[src/rtl/asr_sequencer_pkg.sv]
// Shared types and default sizing for the arithmetic-right-shift sequencer.
package asr_sequencer_pkg;

  localparam int unsigned DEF_WIDTH = 4;
  localparam int unsigned DEF_AMT_W = 3;

  typedef enum logic [1:0] {
    ST_IDLE  = 2'b00,
    ST_SHIFT = 2'b01,
    ST_DONE  = 2'b10
  } state_e;

endpackage

[src/rtl/asr_step.sv]
// Combinational sign-extending shift stage: by 2 when by2 is set, else by 1.
module asr_step #(
  parameter int unsigned WIDTH = 4
) (
  input  logic [WIDTH-1:0] x,
  input  logic             by2,
  output logic [WIDTH-1:0] y_c
);

  always_comb begin
    y_c = by2 ? WIDTH'($signed(x) >>> 2) : WIDTH'($signed(x) >>> 1);
  end

endmodule

[src/rtl/asr_sequencer.sv]
// Sequences a single asr_step stage to arithmetic-shift a word right by an arbitrary amount.
module asr_sequencer
  import asr_sequencer_pkg::*;
#(
  parameter int unsigned WIDTH = DEF_WIDTH,
  parameter int unsigned AMT_W = DEF_AMT_W
) (
  input  logic             clk,
  input  logic             rst,
  input  logic             start,
  input  logic [WIDTH-1:0] sig_in,
  input  logic [AMT_W-1:0] amount,
  output logic             busy,
  output logic             done,
  output logic [WIDTH-1:0] sig_out
);

  state_e           state;
  logic [WIDTH-1:0] acc;
  logic [AMT_W-1:0] cnt;
  logic             by2;
  logic [WIDTH-1:0] step_y;

  assign by2 = (cnt > AMT_W'(1));

  asr_step #(.WIDTH(WIDTH)) u_step (
    .x   (acc),
    .by2 (by2),
    .y_c (step_y)
  );

  // busy/done are registered alongside the state they decode from.
  always_ff @(posedge clk) begin
    if (rst) begin
      state   <= ST_IDLE;
      acc     <= '0;
      cnt     <= '0;
      sig_out <= '0;
      busy    <= 1'b0;
      done    <= 1'b0;
    end else begin
      done <= 1'b0;
      case (state)
        ST_IDLE: begin
          busy <= 1'b0;
          if (start) begin
            acc   <= sig_in;
            cnt   <= amount;
            state <= ST_SHIFT;
            busy  <= 1'b1;
          end
        end
        ST_SHIFT: begin
          busy <= 1'b1;
          if (cnt != '0) begin
            acc <= step_y;
            cnt <= by2 ? cnt - AMT_W'(2) : '0;
          end else begin
            sig_out <= acc;
            state   <= ST_DONE;
            done    <= 1'b1;
          end
        end
        ST_DONE: begin
          state <= ST_IDLE;
          busy  <= 1'b0;
        end
        default: begin
          state <= ST_IDLE;
          busy  <= 1'b0;
        end
      endcase
    end
  end

endmodule

[config.mk]
export PLATFORM = sky130hd
export DESIGN_NAME = asr_sequencer
export DESIGN_NICKNAME = d
export VERILOG_FILES = /design/src/rtl/asr_sequencer_pkg.sv /design/src/rtl/asr_step.sv /design/src/rtl/asr_sequencer.sv
export SDC_FILE = /design/constraint.sdc
export NUM_CORES = 1
export LEC_CHECK = 0
export CAP_MARGIN = 10
export CORE_MARGIN = 4
export CORE_UTILIZATION = 35
export CTS_CLUSTER_DIAMETER = 30
export DETAILED_ROUTE_END_ITERATION = 10
export GPL_ROUTABILITY_DRIVEN = 0
export PLACE_DENSITY_LB_ADDON = 0.08
export SLEW_MARGIN = 20
export SYNTH_ARGS = -nofsm -noshare
export SYNTH_HDL_FRONTEND = slang
export SYNTH_SLANG_ARGS = --single-unit
[constraint.sdc]
create_clock -name clk -period 1.75 [get_ports clk]
set_input_delay 0.2625 -clock clk [delete_from_list [all_inputs] [get_ports clk]]
set_output_delay 0.2625 -clock clk [all_outputs]
set_load 0.05 [all_outputs]
==> results.yml, run 1 <==
route:
  wire_per_inst_um: 12.6
  first_pass_iters: 4
  postRouteAntennaNets: 0
  num_vias: 635
  wl_um: 1540
  drt_iter0_markers: 15
  drt-vias-per-instance: 5.20
  drc: 0
final_layout:
  drive_gt1_share_pct: 10.5
  final_cell_mix: "dfxtp_1 (15), clkdlybuf4s50_1 (14), a21oi_1 (9), nor2_1 (7), nand2_1 (5)"
  nFillCells: 232
  nets: 106
  syn_to_final_growth_pct: 23.9
  final_util_pct: 46.0
  final_common_cell: "dfxtp_1"
  finalNonFillerCells: 122
  antenna_cells: 0
clock_tree:
  clkLatencyLatePin_ns: 0.29
  cts_max_path_buffers: 2
  cts_tree: "built"
  clkSlewWorstSetupHoldPaths_ns: 0.10
  cts_buffers: 3
  cts_hold_buf: 0
  cts.root.buffer_cell: "clkbuf_4"
  clock_sinks: 15
  h-tree-depth: 1
synthesis:
  ys_types: 29
  ys.flop_type: "dfxtp_1"
  yosysWarnings: 0
  synth_top_cell_by_area: "dfxtp_1"
  synth-compound-area-share_pct: 23.5
  ys_ff_latch: 15
  syn-num-nets: 92
  synthAdderAreaFrac_pct: 0
  synth_mux_area_share_pct: 1.37
  synth-edff-count: 0
  syn_area_per_cell_um2: 8.88
  async_flop_share_pct: 0
  synth_area_leaders: "dfxtp_1 (41%), a21oi_1 (6.2%), nor4b_2 (4.1%)"
  synth_top_family_by_area: "simple AND/OR/NAND/NOR gates"
  synthSimpleGateAreaFrac_pct: 26.8
  seq_area_frac_synth_pct: 41.2
  synthCells: 82
  synthXorXnorAreaFrac_pct: 0
  netlist.area_leader.share_pct: 41.2
  synth_area_um2: 728
die:
  die_width_um: 53.6
  ios: 16
  rows: 16
  die-area_um2: 2870
  initial_core_util_pct: 37.1
  die_h_um: 53.6
  core-area_um2: 1960
setup_path:
  worstPathMaxFanout: 2
  critPathKind: "reg -> out"
  arrival_ns: 1.43
  crit_slowest_cell: "clkdlybuf4s50_1"
  end_kind: "primary output"
  start_kind: "register"
  cp_top_family: "buffers and inverters"
  max_stage_delay_ns: 0.80
  required_ns: 1.49
  path_cells: "clkdlybuf4s50_1"
  critPathBufInv: 1
timing:
  fin_worst_skew_ns: 0.00292
  hold_ws_ns: 0.473
  fin_crit_sh_pct: 96.8
  hold_viol: 0
  worst_pin_slew_ns: 0.502
  relSlewSlack_pct: 66.5
  drv_slew: 0
  setup_viol: 0
  fmax_mhz: 590
  grt_setup_unrepaired: "false"
  layout_min_cycle_time_ns: 1.69
  fin_tns_setup_ns: 0
placement:
  hpwlAfterDp_um: 1080
  place_inst: 118
  io_buffers: 15
global_routing:
  grt_usage_pct: 13.3
  grt-ovfl-total: 0
  first_global_vias: 632
  grt.busiest_layer: "met2"
  grt_use_met3_pct: 4.99
  grt_pass1_wl_um: 2760
  grt_max_degree: 13
  use_met1_pct: 16.2
  met2_usage_pct: 21.2
  antenna_found_initial: 0
power:
  p_clk_share_pct: 25.5
  power.density_nw_per_um2: 906
  seqPwrFrac_pct: 51.3
  p_leak_uw: 0.000332
  intPower_uw: 551
  p_comb_share_pct: 23.2
  p_switching_uw: 267
  p_sw_share_pct: 32.6
  ir_drop_uv: 517
job:
  cap_viol_max_count: 0
run_status:
  status: "finished, final reports clean"
hold_path:
  hold_path_class: "reg -> reg"
==> sequential cells by signal (all words and copies together) (netlist names) <==
name and count:
acc 4, state 2, done 1, cnt 3, sig_out 4, busy 1
==> Yosys cell counts, drive strengths merged, types with 3 or more instances <==
library cell and n:
a21oi 9, nor2 7, dfxtp 15, nor2b 3, nand3 4, a211oi 3
buf 5, o21ai 6, nand2 5
==> power groups by stage <==
stage	clock network, µW	registers [µW]	logic, µW
CTS	211	419	191
floorplan	0	421	146
global placement	0	427	192
global route	232	426	211
detailed placement	0	427	190
finish	209	419	190
==> area by class of cell <==
cell class / instances / area (µm²) / area share (%)
flip-flops and latches: 15 / 300 / 33.3
well taps: 27 / 33.8 / 3.74
clock buffers: 3 / 22.5 / 2.50
repair buffers: 16 / 160 / 17.8
multi-input cells: 59 / 377 / 41.7
inverters: 1 / 3.75 / 0.416
clock inverters: 1 / 5.00 / 0.555
==> what timing repair did <==
action / CTS / global route
endpoints found under the setup margin: 0 / 1
buffers inserted: 0 / 0
gates resized for setup: 0 / 1
==> stage by stage <==
stage	area (µm²)	worst slack (ns)	power, µW
4_1_cts	900	0.0462	822
2_1_floorplan	728	0.458	567
3_5_place_dp	872	0.154	616
5_1_grt	902	0.00636	869
3_3_place_gp	872	0.230	619
6_report	902	0.0555	818
==> logic make-up after synthesis <==
| group | count (synthesis) |
|---|---|
| simple gates | 31 |
| compound gates | 27 |
| flops | 15 |
| buf+inv | 8 |
| mux | 1 |
==> layer usage <==
layer,wire (µm),vias up
met3,85,4
met4,18,0
met5,0,-
met1,751,292
met2,684,16
li1,-,323
==> final timing paths <==
path / slack (ns) / endpoint / cells after the start / from
max: 0.06 / sig_out[2] / 1 / sig_out[2]
min: 0.47 / sig_out[0] / 2 / acc[0]
max reg2reg: 0.33 / sig_out[3] / 3 / state[0]
min reg2reg: 0.47 / sig_out[0] / 2 / acc[0]
(Power assumes the default switching activity.)
==> run 2, diff against run 1 <==
Settings changed: GPL_ROUTABILITY_DRIVEN 0 to not set, PLACE_DENSITY set to 0.59, PLACE_DENSITY_LB_ADDON 0.08 to not set.
==> run 2 against run 1 <==
Power shrank 1.7%. Combinational power is essentially flat. Sequential share of layout area grew 0.093 points. Clock-buffer cell count is the same. Sequential cell count is the same. Critical path type unchanged. Clock skew shrank 0.0025 ns. Sequential power is essentially flat.
==> results.yml, run 2 (same netlist as run 1, synthesis figures left out) <==
setup_path:
  path_cells: "clkdlybuf4s50_1"
  crit_slowest_cell: "clkdlybuf4s50_1"
  critPathBufInv: 1
  reg2reg_depth: 3
  max_stage_delay_ns: 0.80
  required_ns: 1.49
  worstPathMaxFanout: 2
  start_kind: "register"
  worst-path-stages: 1
  arrival_ns: 1.42
  end_kind: "primary output"
  cp_top_family: "buffers and inverters"
  critPathKind: "reg -> out"
timing:
  fin_worst_skew_ns: 0.000401
  layout_min_cycle_time_ns: 1.68
  setup_viol: 0
  relSlewSlack_pct: 66.9
  fmax_mhz: 595
  drv_slew: 0
  fin_tns_setup_ns: 0
  worst_pin_slew_ns: 0.496
  fin_crit_sh_pct: 96.1
  grt_setup_unrepaired: "false"
  hold_viol: 0
power:
  p_comb_share_pct: 23.5
  p_sw_share_pct: 31.5
  p_leak_uw: 0.000313
  p_switching_uw: 253
  power.density_nw_per_um2: 894
  seqPwrFrac_pct: 52.0
  p_clk_share_pct: 24.5
  intPower_uw: 551
  ir_drop_uv: 589
  p_total_uw: 804
final_layout:
  nets: 106
  final_cell_mix: "dfxtp_1 (15), clkdlybuf4s50_1 (15), a21oi_1 (9), nor2_1 (7), nand2_1 (5)"
  largestRegisters: "acc x4, sig_out x4, cnt x3"
  antenna_cells: 0
  syn_to_final_growth_pct: 23.5
  drive_gt1_share_pct: 10.5
die:
  ios: 16
  core-area_um2: 1960
  rows: 16
  initial_core_util_pct: 37.1
  die-area_um2: 2870
  die_width_um: 53.6
  die_h_um: 53.6
clock_tree:
  cts_max_path_buffers: 2
  cts_buffers: 3
  h-tree-depth: 1
  clkSlewWorstSetupHoldPaths_ns: 0.09
  ctsResizeCount: 0
  cts_hold_buf: 0
  cts.root.buffer_cell: "clkbuf_4"
  clock_sinks: 15
  clkLatencyLatePin_ns: 0.28
  cts_tree: "built"
  cts_setup_buffers: 0
placement:
  hpwlAfterDp_um: 1070
  io_buffers: 15
  routabilityCongestion: 0.744
route:
  num_vias: 609
  wire_per_inst_um: 11.8
  drt-vias-per-instance: 4.99
  drc: 0
  postRouteAntennaNets: 0
  drt_iter0_markers: 13
  wl_um: 1440
  first_pass_iters: 4
global_routing:
  grt-ovfl-total: 0
  grt_max_degree: 13
  grt_pass1_wl_um: 2530
  antenna_found_initial: 0
  first_global_vias: 566
  grt_usage_pct: 12.2
job:
  cap_viol_max_count: 0
hold_path:
  hold_path_class: "reg -> reg"
  min_path_cells: 2
run_status:
  status: "finished, final reports clean"
## run 2: cell count changes in the layout (fill, tap and decap cells not counted), sizes merged
cell	change
dlymetal6s2s	-1
clkdlybuf4s50	+1
## run 2: power groups by stage
stage | registers (µW) | logic, µW | clock network [µW]
floorplan | 421 | 146 | 0
global placement | 427 | 190 | 0
detailed placement | 427 | 190 | 0
CTS | 419 | 190 | 206
global route | 426 | 210 | 228
finish | 418 | 189 | 197
## run 2: cell type report
class / count / area (µm²)
Inverter: 1 / 3.75
Clock inverter: 1 / 5.00
Tap cell: 27 / 33.8
Clock buffer: 3 / 22.5
Fill cell: 214 / 1060
Multi-Input combinational cell: 59 / 377
Timing Repair Buffer: 16 / 158
Sequential cell: 15 / 300
## run 2: metal layers
metal | track usage [%] | vias to the layer above | routed length [µm]
li1 | - | 327 | -
met1 | 17.0 | 266 | 714
met3 | 4.16 | 2 | 86
met2 | 17.3 | 14 | 626
met5 | 0 | - | 0
met4 | 3.83 | 0 | 7
## run 2: worst paths after layout
check                  start    endpoint  slack [ns]
setup / recovery  sig_out[1]  sig_out[1]        0.07
hold / removal        acc[0]  sig_out[0]        0.48
setup reg to reg    state[0]      acc[2]        0.35
hold reg to reg       acc[0]  sig_out[0]        0.48
## run 2: per-stage QoR
stage | worst slack (ns) | area [µm²] | hold WS, ns | util (%) | std cells
after floorplan | 0.458 | 728 | 0.398 | - | 82
after global placement | 0.218 | 872 | 0.457 | 44.5 | 118
after detailed placement | 0.184 | 872 | 0.470 | 44.5 | 118
after CTS | 0.0529 | 900 | 0.483 | 45.9 | 122
after global routing | 0.00559 | 900 | 0.498 | 45.9 | 122
final | 0.0689 | 900 | 0.475 | 45.9 | 122
==> run 3, diff against run 2 <==
Settings changed: CORE_UTILIZATION 35 to 47, PLACE_DENSITY 0.59 to 0.75.
==> run 3 against run 2 <==
Worst setup slack lost 0.023 ns. Die area shrank 22%. Sequential share of layout area grew 0.81 points. Via count grew 7.4%. Maximum frequency shrank 1.3%. Power grew 1.1%. Combinational power grew 3%. Sequential power is essentially flat. Critical path depth is the same. Clock skew grew 0.00087 ns. Design area shrank 2.4%. Wire length grew 12%. Largest cell class unchanged. Highest routed layer unchanged.
==> results.yml, run 3 (same netlist as run 1, synthesis figures left out) <==
global_routing:
  grt_pass1_wl_um: 2570
  grt.busiest_layer: "met2"
  grt-ovfl-total: 0
  use_met1_pct: 22.0
  grt_use_met3_pct: 4.60
  met2_usage_pct: 24.3
  antenna_found_initial: 0
  grt_usage_pct: 16.8
  first_global_vias: 586
  grt_max_degree: 13
clock_tree:
  cts_buffers: 3
  cts_hold_buf: 0
  ctsResizeCount: 0
  clkSlewWorstSetupHoldPaths_ns: 0.09
  h-tree-depth: 1
  cts_setup_buffers: 0
  clock_sinks: 15
  clkLatencyLatePin_ns: 0.28
  cts_max_path_buffers: 2
  cts_tree: "built"
  cts.root.buffer_cell: "clkbuf_4"
setup_path:
  end_kind: "primary output"
  start_kind: "register"
  cp_top_family: "buffers and inverters"
  path_cells: "clkdlybuf4s50_1"
  startpoint: "sig_out[3]"
  arrival_ns: 1.44
  worstPathMaxFanout: 2
  reg2reg_depth: 3
  crit_slowest_cell: "clkdlybuf4s50_1"
  worst-path-stages: 1
  required_ns: 1.49
  r2r-start: "state[0]"
  critPathBufInv: 1
  max_stage_delay_ns: 0.81
  critPathKind: "reg -> out"
job:
  cap_viol_max_count: 0
hold_path:
  min_path_cells: 2
  worstHoldStart: "sig_out[2]"
  hold_path_class: "reg -> reg"
final_layout:
  nets: 106
  final_common_cell: "dfxtp_1"
  nFillCells: 120
  fin_area_um2: 878
  syn_to_final_growth_pct: 20.6
  drive_gt1_share_pct: 11.6
  antenna_cells: 0
  final_cell_mix: "dfxtp_1 (15), clkdlybuf4s50_1 (13), a21oi_1 (9), nor2_1 (7), nand2_1 (5)"
  largestRegisters: "acc x4, sig_out x4, cnt x3"
power:
  p_comb_share_pct: 23.9
  ir_drop_uv: 480
  p_switching_uw: 259
  power.density_nw_per_um2: 926
  p_sw_share_pct: 31.9
  seqPwrFrac_pct: 51.5
  p_leak_uw: 0.000315
  p_clk_share_pct: 24.6
  intPower_uw: 554
timing:
  fmax_mhz: 587
  relSlewSlack_pct: 66.8
  worst_pin_slew_ns: 0.496
  grt_setup_unrepaired: "false"
  drv_slew: 0
  setup_viol: 0
  fin_tns_setup_ns: 0
  fin_worst_skew_ns: 0.00127
  layout_min_cycle_time_ns: 1.70
  hold_viol: 0
  fin_crit_sh_pct: 97.4
die:
  die_width_um: 47.4
  core-area_um2: 1380
  die-area_um2: 2240
  ios: 16
  rows: 13
  initial_core_util_pct: 52.7
  die_h_um: 47.4
placement:
  hpwlAfterDp_um: 1160
  routabilityCongestion: 0.767
  io_buffers: 15
  placed_cell_area_um2: 852
run_status:
  status: "finished, final reports clean"
route:
  wl_um: 1610
  wire_per_inst_um: 14.6
  first_pass_iters: 4
  drc: 0
  drt-vias-per-instance: 5.95
  num_vias: 654
  postRouteAntennaNets: 0
  drt_iter0_markers: 20
run 3: final cells by class:
cell class,instances,area (µm²),area share [%]
repair buffers,16,153,17.4
well taps,15,18.8,2.14
clock buffers,4,26.3,2.99
multi-input cells,59,377,42.9
flip-flops and latches,15,300,34.2
inverters,1,3.75,0.427
run 3: tightest hold or removal path: stages, from the launching register on:
cell,delay [ns]
dfxtp_1,0.32
o21ai_1,0.07
a21oi_1,0.06
run 3: routing by layer:
metal	wire, µm	vias to the layer above
met5	0	-
met4	35	0
met3	122	7
met2	728	34
met1	721	289
li1	-	324
run 3: worst paths after layout:
check | end | slack [ns]
setup / recovery | sig_out[3] | 0.05
hold / removal | sig_out[2] | 0.49
setup reg to reg | sig_out[1] | 0.31
hold reg to reg | sig_out[2] | 0.49
run 3: power by group through the flow:
stage          registers [µW]  logic [µW]  clock network, µW
4_1_cts                   418         193                199
3_5_place_dp              425         191                  0
5_1_grt                   426         210                215
2_1_floorplan             421         146                  0
3_3_place_gp              425         188                  0
6_report                  419         194                200
run 3: metrics by stage:
stage | hold WS (ns) | instances | setup WS (ns) | total power [µW] | util [%]
6_report | 0.488 | 110 | 0.0461 | 813 | 63.5
5_1_grt | 0.530 | 110 | 0.00931 | 851 | 63.5
4_1_cts | 0.489 | 110 | 0.0495 | 810 | 63.5
3_5_place_dp | 0.478 | 106 | 0.194 | 616 | 61.6
3_3_place_gp | 0.463 | 106 | 0.221 | 613 | 61.6
2_1_floorplan | 0.398 | 82 | 0.458 | 567 | -
